--- config.mk ---
export PLATFORM = sky130hd
export DESIGN_NAME = adc_level_meter
export DESIGN_NICKNAME = d
export VERILOG_FILES = /design/src/rtl/adc_level_meter.sv
export SDC_FILE = /design/constraint.sdc
export NUM_CORES = 1
export LEC_CHECK = 0
export BUFFER_PORTS_ARGS = -buffer_cell sky130_fd_sc_hd__buf_2
export CAP_MARGIN = 20
export CORE_MARGIN = 8
export CORE_UTILIZATION = 52
export CTS_BUF_LIST = sky130_fd_sc_hd__clkbuf_8
export DETAILED_ROUTE_END_ITERATION = 10
export PLACE_DENSITY = 0.83
export SYNTH_ARGS = -nofsm -noshare
export SYNTH_HDL_FRONTEND = slang
export SYNTH_SLANG_ARGS = --single-unit
--- constraint.sdc ---
create_clock -name clk -period 4 [get_ports clk]
set_clock_uncertainty 0.05 [all_clocks]
set_input_delay 0.6 -clock clk [delete_from_list [all_inputs] [get_ports clk]]
set_output_delay 0.6 -clock clk [all_outputs]
set_load 0.03 [all_outputs]
--- src/rtl/adc_level_meter.sv ---
// adc_level_meter: averages ADC samples over 2^AVG_LOG2 valid strobes,
// quantises the average into LED_CNT levels and drives the LED bank as a
// bar or a single dot.
// Optional build macro ADC_LEVEL_METER_PEAK_HOLD_EN adds a peak marker
// that is held for HOLD_UPDATES windows, then decays one level every
// DECAY_UPDATES windows. Without it, peak reads 0 and no marker is shown.
module adc_level_meter #(
  parameter int ADC_RES       = 12,
  parameter int LED_CNT       = 8,
  parameter int AVG_LOG2      = 2,
  parameter int HOLD_UPDATES  = 64,
  parameter int DECAY_UPDATES = 8
) (
  input  logic                             clk,
  input  logic                             rst,
  input  logic [ADC_RES-1:0]               datain,
  input  logic                             datavalid,
  input  logic                             dotmode,
  output logic [LED_CNT-1:0]               ledsout,
  output logic [$clog2(LED_CNT+1)-1:0]     level,
  output logic [$clog2(LED_CNT+1)-1:0]     peak,
  output logic                             update
);

  localparam int LW        = $clog2(LED_CNT + 1);
  localparam int STEP_LOG2 = ADC_RES - $clog2(LED_CNT);
  localparam int AW        = ADC_RES + AVG_LOG2;
  // Window counter keeps one bit even when every sample closes a window.
  localparam int CW        = (AVG_LOG2 > 0) ? AVG_LOG2 : 1;
  localparam logic [CW-1:0]      WIN_LAST = CW'((1 << AVG_LOG2) - 1);
  localparam logic [ADC_RES:0]   STEP_M1  = (ADC_RES + 1)'((1 << STEP_LOG2) - 1);

  // Reject parameter sets the datapath widths cannot represent.
  if (AVG_LOG2 < 0 || AVG_LOG2 > 4 || LED_CNT < 2 ||
      (LED_CNT & (LED_CNT - 1)) != 0 || LED_CNT > (1 << ADC_RES) ||
      HOLD_UPDATES < 1 || DECAY_UPDATES < 1) begin : g_bad_param
    $error("adc_level_meter: illegal parameter set");
  end

  logic [AW-1:0]      acc_q, acc_d, sum;
  logic [CW-1:0]      cnt_q, cnt_d;
  logic               win_done;
  logic [ADC_RES-1:0] avg;
  logic [ADC_RES:0]   lvl_wide;
  logic [LW-1:0]      lvl;
  logic [LW-1:0]      level_q, level_d;
  logic [LW-1:0]      peak_q, peak_d;
  logic [LED_CNT-1:0] leds_q, leds_d;
  logic               update_q;

  // Window accumulation and average/level computation for the closing sample.
  always_comb begin
    acc_d    = acc_q;
    cnt_d    = cnt_q;
    sum      = acc_q + AW'(datain);
    win_done = datavalid && (cnt_q == WIN_LAST);
    avg      = ADC_RES'(sum >> AVG_LOG2);
    lvl_wide = {1'b0, avg} + STEP_M1;
    lvl      = LW'(lvl_wide >> STEP_LOG2);
    if (datavalid) begin
      if (win_done) begin
        acc_d = '0;
        cnt_d = '0;
      end else begin
        acc_d = sum;
        cnt_d = cnt_q + CW'(1);
      end
    end
    level_d = win_done ? lvl : level_q;
  end

`ifdef ADC_LEVEL_METER_PEAK_HOLD_EN
  localparam int HW = $clog2(HOLD_UPDATES + 1);
  localparam int DW = $clog2(DECAY_UPDATES + 1);

  logic [HW-1:0] hold_q, hold_d;
  logic [DW-1:0] decay_q, decay_d;

  // Peak follows rises immediately, holds, then decays toward the live level.
  always_comb begin
    peak_d  = peak_q;
    hold_d  = hold_q;
    decay_d = decay_q;
    if (win_done) begin
      if (lvl >= peak_q) begin
        peak_d  = lvl;
        hold_d  = HW'(HOLD_UPDATES);
        decay_d = '0;
      end else if (hold_q != '0) begin
        hold_d = hold_q - HW'(1);
      end else if (decay_q + DW'(1) == DW'(DECAY_UPDATES)) begin
        peak_d  = (peak_q - LW'(1) > lvl) ? peak_q - LW'(1) : lvl;
        decay_d = '0;
      end else begin
        decay_d = decay_q + DW'(1);
      end
    end
  end

  // Hold and decay counters.
  always_ff @(posedge clk) begin
    if (rst) begin
      hold_q  <= '0;
      decay_q <= '0;
    end else begin
      hold_q  <= hold_d;
      decay_q <= decay_d;
    end
  end
`else
  // No peak marker in this build.
  always_comb begin
    peak_d = '0;
  end
`endif

  // LED pattern from next-state level/peak so dotmode changes show at once.
  always_comb begin
    leds_d = '0;
    for (int i = 0; i < LED_CNT; i++) begin
      if (dotmode) leds_d[i] = (i + 1 == int'(level_d));
      else         leds_d[i] = (i < int'(level_d));
`ifdef ADC_LEVEL_METER_PEAK_HOLD_EN
      if (i + 1 == int'(peak_d)) leds_d[i] = 1'b1;
`endif
    end
  end

  // Main state and registered outputs.
  always_ff @(posedge clk) begin
    if (rst) begin
      acc_q    <= '0;
      cnt_q    <= '0;
      level_q  <= '0;
      peak_q   <= '0;
      leds_q   <= '0;
      update_q <= 1'b0;
    end else begin
      acc_q    <= acc_d;
      cnt_q    <= cnt_d;
      level_q  <= level_d;
      peak_q   <= peak_d;
      leds_q   <= leds_d;
      update_q <= win_done;
    end
  end

  assign ledsout = leds_q;
  assign level   = level_q;
  assign peak    = peak_q;
  assign update  = update_q;

endmodule

Yosys cells after proc, flatten, opt, wreduce, memory -nomap -nowiden --
Index checks and enable logic that the tools add are counted.
Cells by class: $add $sub $neg 3, $lt $le $gt $ge 8, eq/ne operators 9, multiplexer cells 11, reductions and logical operators 1
Operators with widths (count):
- == test 4 bit, first input constant | 5
- < comparator 3 x 4 -> 1 bit, first input constant | 4
- adder 14 x 12 -> 14 bit | 1
- two-way mux 14 bit | 1
- adder 12 x 9 -> 13 bit, second input constant | 1
- == test 3 x 4 -> 1 bit, first input constant | 2
- < comparator 1 x 4 -> 1 bit, first input constant | 2
- < comparator 2 x 4 -> 1 bit, first input constant | 2
- two-way mux 1 bit | 8
- == test 2 x 4 -> 1 bit, first input constant | 1
- two-way mux 4 bit | 1
- adder 2 x 1 -> 2 bit, second input constant | 1
- == test 2 bit, second input constant | 1
- two-way mux 2 bit | 1
- logical AND 1 bit | 1
Word-level totals: register bits 29, input port bits 16, output and inout port bits 17, word-level logic and storage cells 37

Depth between registers and ports, before layout --
Gate-level depths: netlist of run 1.
depth in word-level cells 5, gate-level depth with buffers 11

Worst setup path before layout of run 1 --
No wires, ideal clock.
path type input -> register, start in datain[0], end reg leds_q[4] (netlist: ledsout[4]), arrival time 3.693 ns, setup slack 0.140 ns, cell stages on the path 11, path buffers 0, cell sequence ha_1 fa_1 a21o_1 a221oi_2 mux2i_1 a2111o_1 or4_4 or4_4 a21oi_2 o22ai_1 and4bb_1
Between the ends: word-level cells in the longest chain between the ends 5, elaborated cells between the ends (all ways) 6, those cells by class 2 x add/sub; 1 x order compare; 1 x eq/ne; 2 x mux
RTL lines:
- start, declared | line 16 | input logic [ADC_RES-1:0] datain,
- adder 14 x 12 -> 14 bit * | line 55 | sum = acc_q + AW'(datain);
- adder 12 x 9 -> 13 bit * | line 58 | lvl_wide = {1'b0, avg} + STEP_M1;
- two-way mux 4 bit * | line 69 | level_d = win_done ? lvl : level_q;
- < comparator 3 x 4 -> 1 bit or == test 4 bit (tied branches) | line 122, 121
- two-way mux 1 bit * | line 121 | if (dotmode) leds_d[i] = (i + 1 == int'(level_d));
- end signal, assigned | line 143 | leds_q <= leds_d;
- end, declared | line 48 | logic [LED_CNT-1:0] leds_q, leds_d;
Every way passes the cells marked *; elsewhere a longest branch is shown, timed or not. A chain may end at the register's enable or synchronous reset.

Worst setup path after layout of run 1 --
Same ends and word-level chain as after synthesis.

==> results of run 1 <==
## layout make-up
| cell class | count | area (sq um) |
|---|---|---|
| Fill cell | 341 | 1360 |
| Multi-Input combinational cell | 183 | 1270 |
| Sequential cell | 29 | 581 |
| Timing Repair Buffer | 39 | 223 |
| Clock buffer | 6 | 82.6 |
| Tap cell | 48 | 60.1 |
| Clock inverter | 2 | 33.8 |
| Inverter | 5 | 18.8 |
## cells by family (layout without fill, tap and decap cells)
group	Yosys count	in the layout	synth area share, %
XOR/XNOR	9	9	4.04
flip-flops	29	29	29.8
AO/OA/AOI/OAI	82	82	29.9
multiplexers	5	5	2.70
AND/OR/NAND/NOR	69	69	18.6
other	1	4	0.192
buffers and inverters	20	52	5.39
adder cells (fa/ha/maj)	14	14	9.37
## stage by stage
step	cell area [sq um]	util, %
floorplan	1960	-
global placement	2160	59.4
detailed placement	2160	59.4
CTS	2270	62.6
global route	2270	62.6
finish	2270	62.6
## per-layer routing
metal  up-vias  share of wire (%)  track usage, %
li1        930                  -               -
met1       845                 46            19.9
met2        64                 45            25.0
met3        12                7.0            4.66
met4         0                2.5            8.68
met5         -                  0               0
## power by group through the flow
stage / Combinational (uW) / Clock [uW] / Sequential, uW
finish: 288 / 308 / 319
global route: 322 / 329 / 321
CTS: 285 / 317 / 319
detailed placement: 281 / 0 / 326
global placement: 275 / 0 / 325
floorplan: 221 / 0 / 324
## registers in the layout, indices dropped and copies added (netlist names)
register and count:
level 4, update 1, cnt_q 2, ledsout 8
acc_q 14
## worst max-delay path: stages
cell      delay, ns
buf_2          0.10
ha_1           0.22
fa_1           0.41
a21o_1         0.23
a221oi_2       0.30
mux2i_1        0.12
a2111o_1       0.32
or4_4          0.55
or4_4          0.53
a21oi_2        0.20
o22ai_1        0.08
and4bb_1       0.20
## cell usage in the layout, fill, tap and decap left out, types with 5 or more instances in the layout
cell,instances
inv_1,5
clkbuf_8,6
o211ai_1,5
nand2_1,12
a22oi_1,12
dfxtp_1,29
and2_1,5
xnor2_1,6
a21oi_1,15
buf_2,28
ha_1,13
o21ai_0,14
a21o_1,6
nor2_1,23
buf_4,11
## worst max path at each step
stage | end | slack, ns | cells past startpoint
2_1_floorplan | ledsout[4] | 0.14 | 11
3_3_place_gp | ledsout[4] | 0.06 | 11
3_5_place_dp | ledsout[4] | 0.02 | 12
4_1_cts | ledsout[4] | 0.29 | 12
5_1_grt | ledsout[3] | 0.04 | 13
6_report | ledsout[4] | 0.25 | 12
==> metrics.cfg, run 1 <==
[drt]
avgRoutedWirePerCell_microns = 14.9
drt_first_pass_iters = 4
drt-total-wl_microns = 4650
drc = 0
vias = 1851
routed_via_density = 5.93
postRouteAntennaNets = 0
drt-initial-drc-count = 170

[sta]
slew_headroom_pct = 65.1
hold_ws_ns = 0.436
fin_crit_ns = 3.75
setup_ws_ns = 0.255
finalSetupViolCount = 0
rsz0062_at_grt = no
clock.fmax_mhz = 267
period_share_pct = 93.6
fin_setup_tns_ns = 0
hold_viol_final = 0
worst_pin_slew_ns = 0.520
drv_slew = 0

[final_layout]
stdcell_count = 312
drive_gt1_share_pct = 23.1
diodes = 0
area_growth_pct = 16.6
final_nets = 293

[global_route]
grt_start_max_net_pins = 29
grt_pass1_wl_microns = 8110
grt_pass1_vias = 1788
antenna_found_initial = 0
grt_overflow = 0
grt_use_total_pct = 16.2

[worst_setup_path]
cp-startpoint = datain[0]
critPathCaptureType = flip-flop
startpoint_type = input port
critPathKind = in -> reg
r2r_cells = 11
reg2reg_to = ledsout[4]
timing.reg2reg.setup_slack_ns = 0.38
required_ns = 4.13
timing.rr.start = acc_q[0]
arrival_ns = 3.87
crit_fanout = 4

[synth]
synth_common_cells = 29 x dfxtp_1, 23 x nor2_1, 15 x a21oi_1
async_flop_share_pct = 0
syn_inst = 229
synth_warnings = 0
seq_area_frac_synth_pct = 29.8
ys.flop_type = dfxtp_1
ys_seq_elements = 29
synth_edf_count = 0
avgSynthCellArea_sq_um = 8.51
yosys.area.top_type_share_pct = 29.8
yosys.area.top_type = dfxtp_1
yosys-top-cells-area = dfxtp_1 30%, ha_1 8.3%, a22oi_1 4.6%
yosys.cell_count.top_type = dfxtp_1
syn_area_sq_um = 1950
synth_cell_type_count = 59

[pwr]
p_int_uw = 632
p_seq_share_pct = 34.9
power_density_nw_per_um2 = 403
report.power.total_uw = 915
power.share.switching_pct = 30.9
p_comb_share_pct = 31.5
vdd_drop_max_mv = 0.208
netSwitchingPower_uw = 283
p_leak_uw = 0.00105
clock_power_share_pct = 33.6

[clocking]
holdBufCountCts = 0
cts_max_level = 2
cts_resized = 0
clk_pin_slew_worst_paths_ns = 0.06
cts_tree = yes
post_cts_buffers = 0
cts_buffer_depth = 2
clockRootBuffer = clkbuf_8
clock-sinks = 29
insertion_delay_ns = 0.28
cts_buffers = 5

[min_path]
min_from = acc_q[8]
worst_hold_path_type = reg -> reg
hold_end = acc_q[8]
hold_depth = 2

[die]
core_sq_um = 3630
die_area_sq_um = 5960
dieWidth_microns = 77.2
die_h_microns = 77.2
rows = 22
io_pins = 33
start_util_pct = 53.7

[placement]
place_ws_ns = 0.0214
gp_congestion = 0.899
place_inst = 304
port_buffers = 28
post-dp-hpwl_microns = 3390

[run]
cap_violations = 0

[run_status]
status = finished, final reports clean

Note: power is estimated with default switching activity, not from simulation.
==> run 2: changes to the inputs <==
Settings changed: CORE_UTILIZATION 52 to 51, CTS_BUF_LIST sky130_fd_sc_hd__clkbuf_8 to unset, PLACE_DENSITY 0.83 to 0.81.
==> run 2 against run 1 <==
Against the previous run: die area grew 1.6%; combinational power is 1% higher; via count grew 0.43%; setup slack got worse by 0.030 ns; critical endpoint unchanged; critical path depth did not move; clock-buffer cell count up 1; sequential share of layout area is 0.056 points lower; largest cell class unchanged; wire length increased by 1.5%.
==> metrics.cfg, run 2 (synthesized netlist as in run 1, its figures left out) <==
[run_status]
status = finished, final reports clean

[drt]
drc = 0
drt-total-wl_microns = 4720
routed_via_density = 5.96
avgRoutedWirePerCell_microns = 15.1
drt_first_pass_iters = 4
vias = 1859
postRouteAntennaNets = 0
drt-initial-drc-count = 170

[die]
rows = 22
die_area_sq_um = 6060
core_sq_um = 3660
start_util_pct = 53.2
io_pins = 33
die_h_microns = 77.8
dieWidth_microns = 77.8

[pwr]
report.power.total_uw = 927
power_density_nw_per_um2 = 407
p_leak_uw = 0.00104
vdd_drop_max_mv = 0.235

[global_route]
grt_overflow = 0
grt_start_max_net_pins = 29
grt_pass1_vias = 1770
antenna_found_initial = 0
grt_use_total_pct = 16.0
grt_pass1_wl_microns = 8070

[worst_setup_path]
crit_fanout = 4
critPathKind = in -> reg
slowest_delay_ns = 0.55
cp-startpoint = datain[0]
startpoint_type = input port
arrival_ns = 3.90
cp_slowest_cell = or4_4
required_ns = 4.12
crit_top_cell = or4_4
path_cells = buf_2 -> ha_1 -> fa_1 -> a21o_1 -> a221oi_2 -> mux2i_1 -> a2111o_1 -> or4_4 -> or4_4 -> a21oi_2 -> o22ai_1 -> and4bb_1
timing.rr.start = acc_q[0]
critPathCaptureType = flip-flop
timing.reg2reg.setup_slack_ns = 0.34

[min_path]
min_from = acc_q[8]
worst_hold_path_type = reg -> reg

[sta]
fin_setup_tns_ns = 0
worst_pin_slew_ns = 0.583
slew_headroom_pct = 60.9
finalSetupViolCount = 0
period_share_pct = 94.4
clock.fmax_mhz = 265
drv_slew = 0
fin_crit_ns = 3.78
setup_ws_ns = 0.225
hold_viol_final = 0

[final_layout]
final_cell_mix = 29 x dfxtp_1, 28 x buf_2, 23 x nor2_1, 15 x a21oi_1, 14 x o21ai_0
final_cell_area_sq_um = 2280
largest-register = acc_q
drive_gt1_share_pct = 23.5
largest_reg_flops = 14
fill_cells = 316
diodes = 0
mostFrequentLayoutCell = dfxtp_1
regArea_sq_um = 581
multi_input_area_sq_um = 1280
final_nets = 293
area_growth_pct = 16.9

[clocking]
cts_buffers = 5
cts_max_level = 2
clk_pin_slew_worst_paths_ns = 0.06
cts_buffer_depth = 2
clock-sinks = 29
clockRootBuffer = clkbuf_8
cts_tree = yes
insertion_delay_ns = 0.28
holdBufCountCts = 0

[placement]
place_ws_ns = 0.00461
placed_area_sq_um = 2160
port_buffers = 28
gp_congestion = 0.891
post-dp-hpwl_microns = 3390

[run]
cap_violations = 0

-- run 2: cell count changes in the layout (fill, tap and decap cells not counted) --
cell | previous run | this run
a211oi_1 | 4 | 3
a211oi_2 | 0 | 1
clkbuf_1 | 0 | 1
inv_1 | 5 | 4
-- run 2: area by class of cell --
class / instances / area share, %
multi-input combinational: 183 / 56.2
timing repair buffer: 39 / 9.77
tap: 48 / 2.64
sequential: 29 / 25.5
clock inverter: 1 / 1.32
clock buffer: 7 / 3.79
inverter: 5 / 0.824
-- run 2: path summary, 6_finish.rpt --
kind	endpoint	cells past startpoint
setup / recovery	ledsout[4]	12
hold / removal	acc_q[8]	2
setup reg to reg	ledsout[4]	11
hold reg to reg	acc_q[8]	2
-- run 2: power by group --
part           switching [uW]  internal, uW  leakage [uW]
registers                11.8           307      0.000236
clock network             112           203     0.0000585
logic                     165           127      0.000746
total                     290           637       0.00104
-- run 2: stage by stage --
step,utilization (%),hold WS (ns),cells
finish,62.2,0.423,312
global route,62.2,0.456,312
CTS,62.1,0.423,312
detailed placement,58.9,0.415,304
global placement,58.9,0.409,304
floorplan,-,0.395,232
-- run 2: worst max-delay path, delay by kind of cell --
kind	cells	cell delay (ns)
AND/OR/NAND/NOR	3	1.28
AO/OA/AOI/OAI	5	1.14
adder cells (fa/ha/maj)	2	0.64
multiplexers	1	0.12
buffers and inverters	1	0.10
-- run 2: timing repair --
action                     in CTS  in global routing
setup buffers                   0                  0
resized for setup               0                  1
setup endpoints to repair       0                  4
-- run 2: metal layers --
layer	global-route usage (%)	routed length [microns]	vias up
li1	-	-	920
met1	19.2	2110	872
met2	25.3	2180	61
met3	4.84	352	6
met4	8.11	71	0
met5	0	0	-
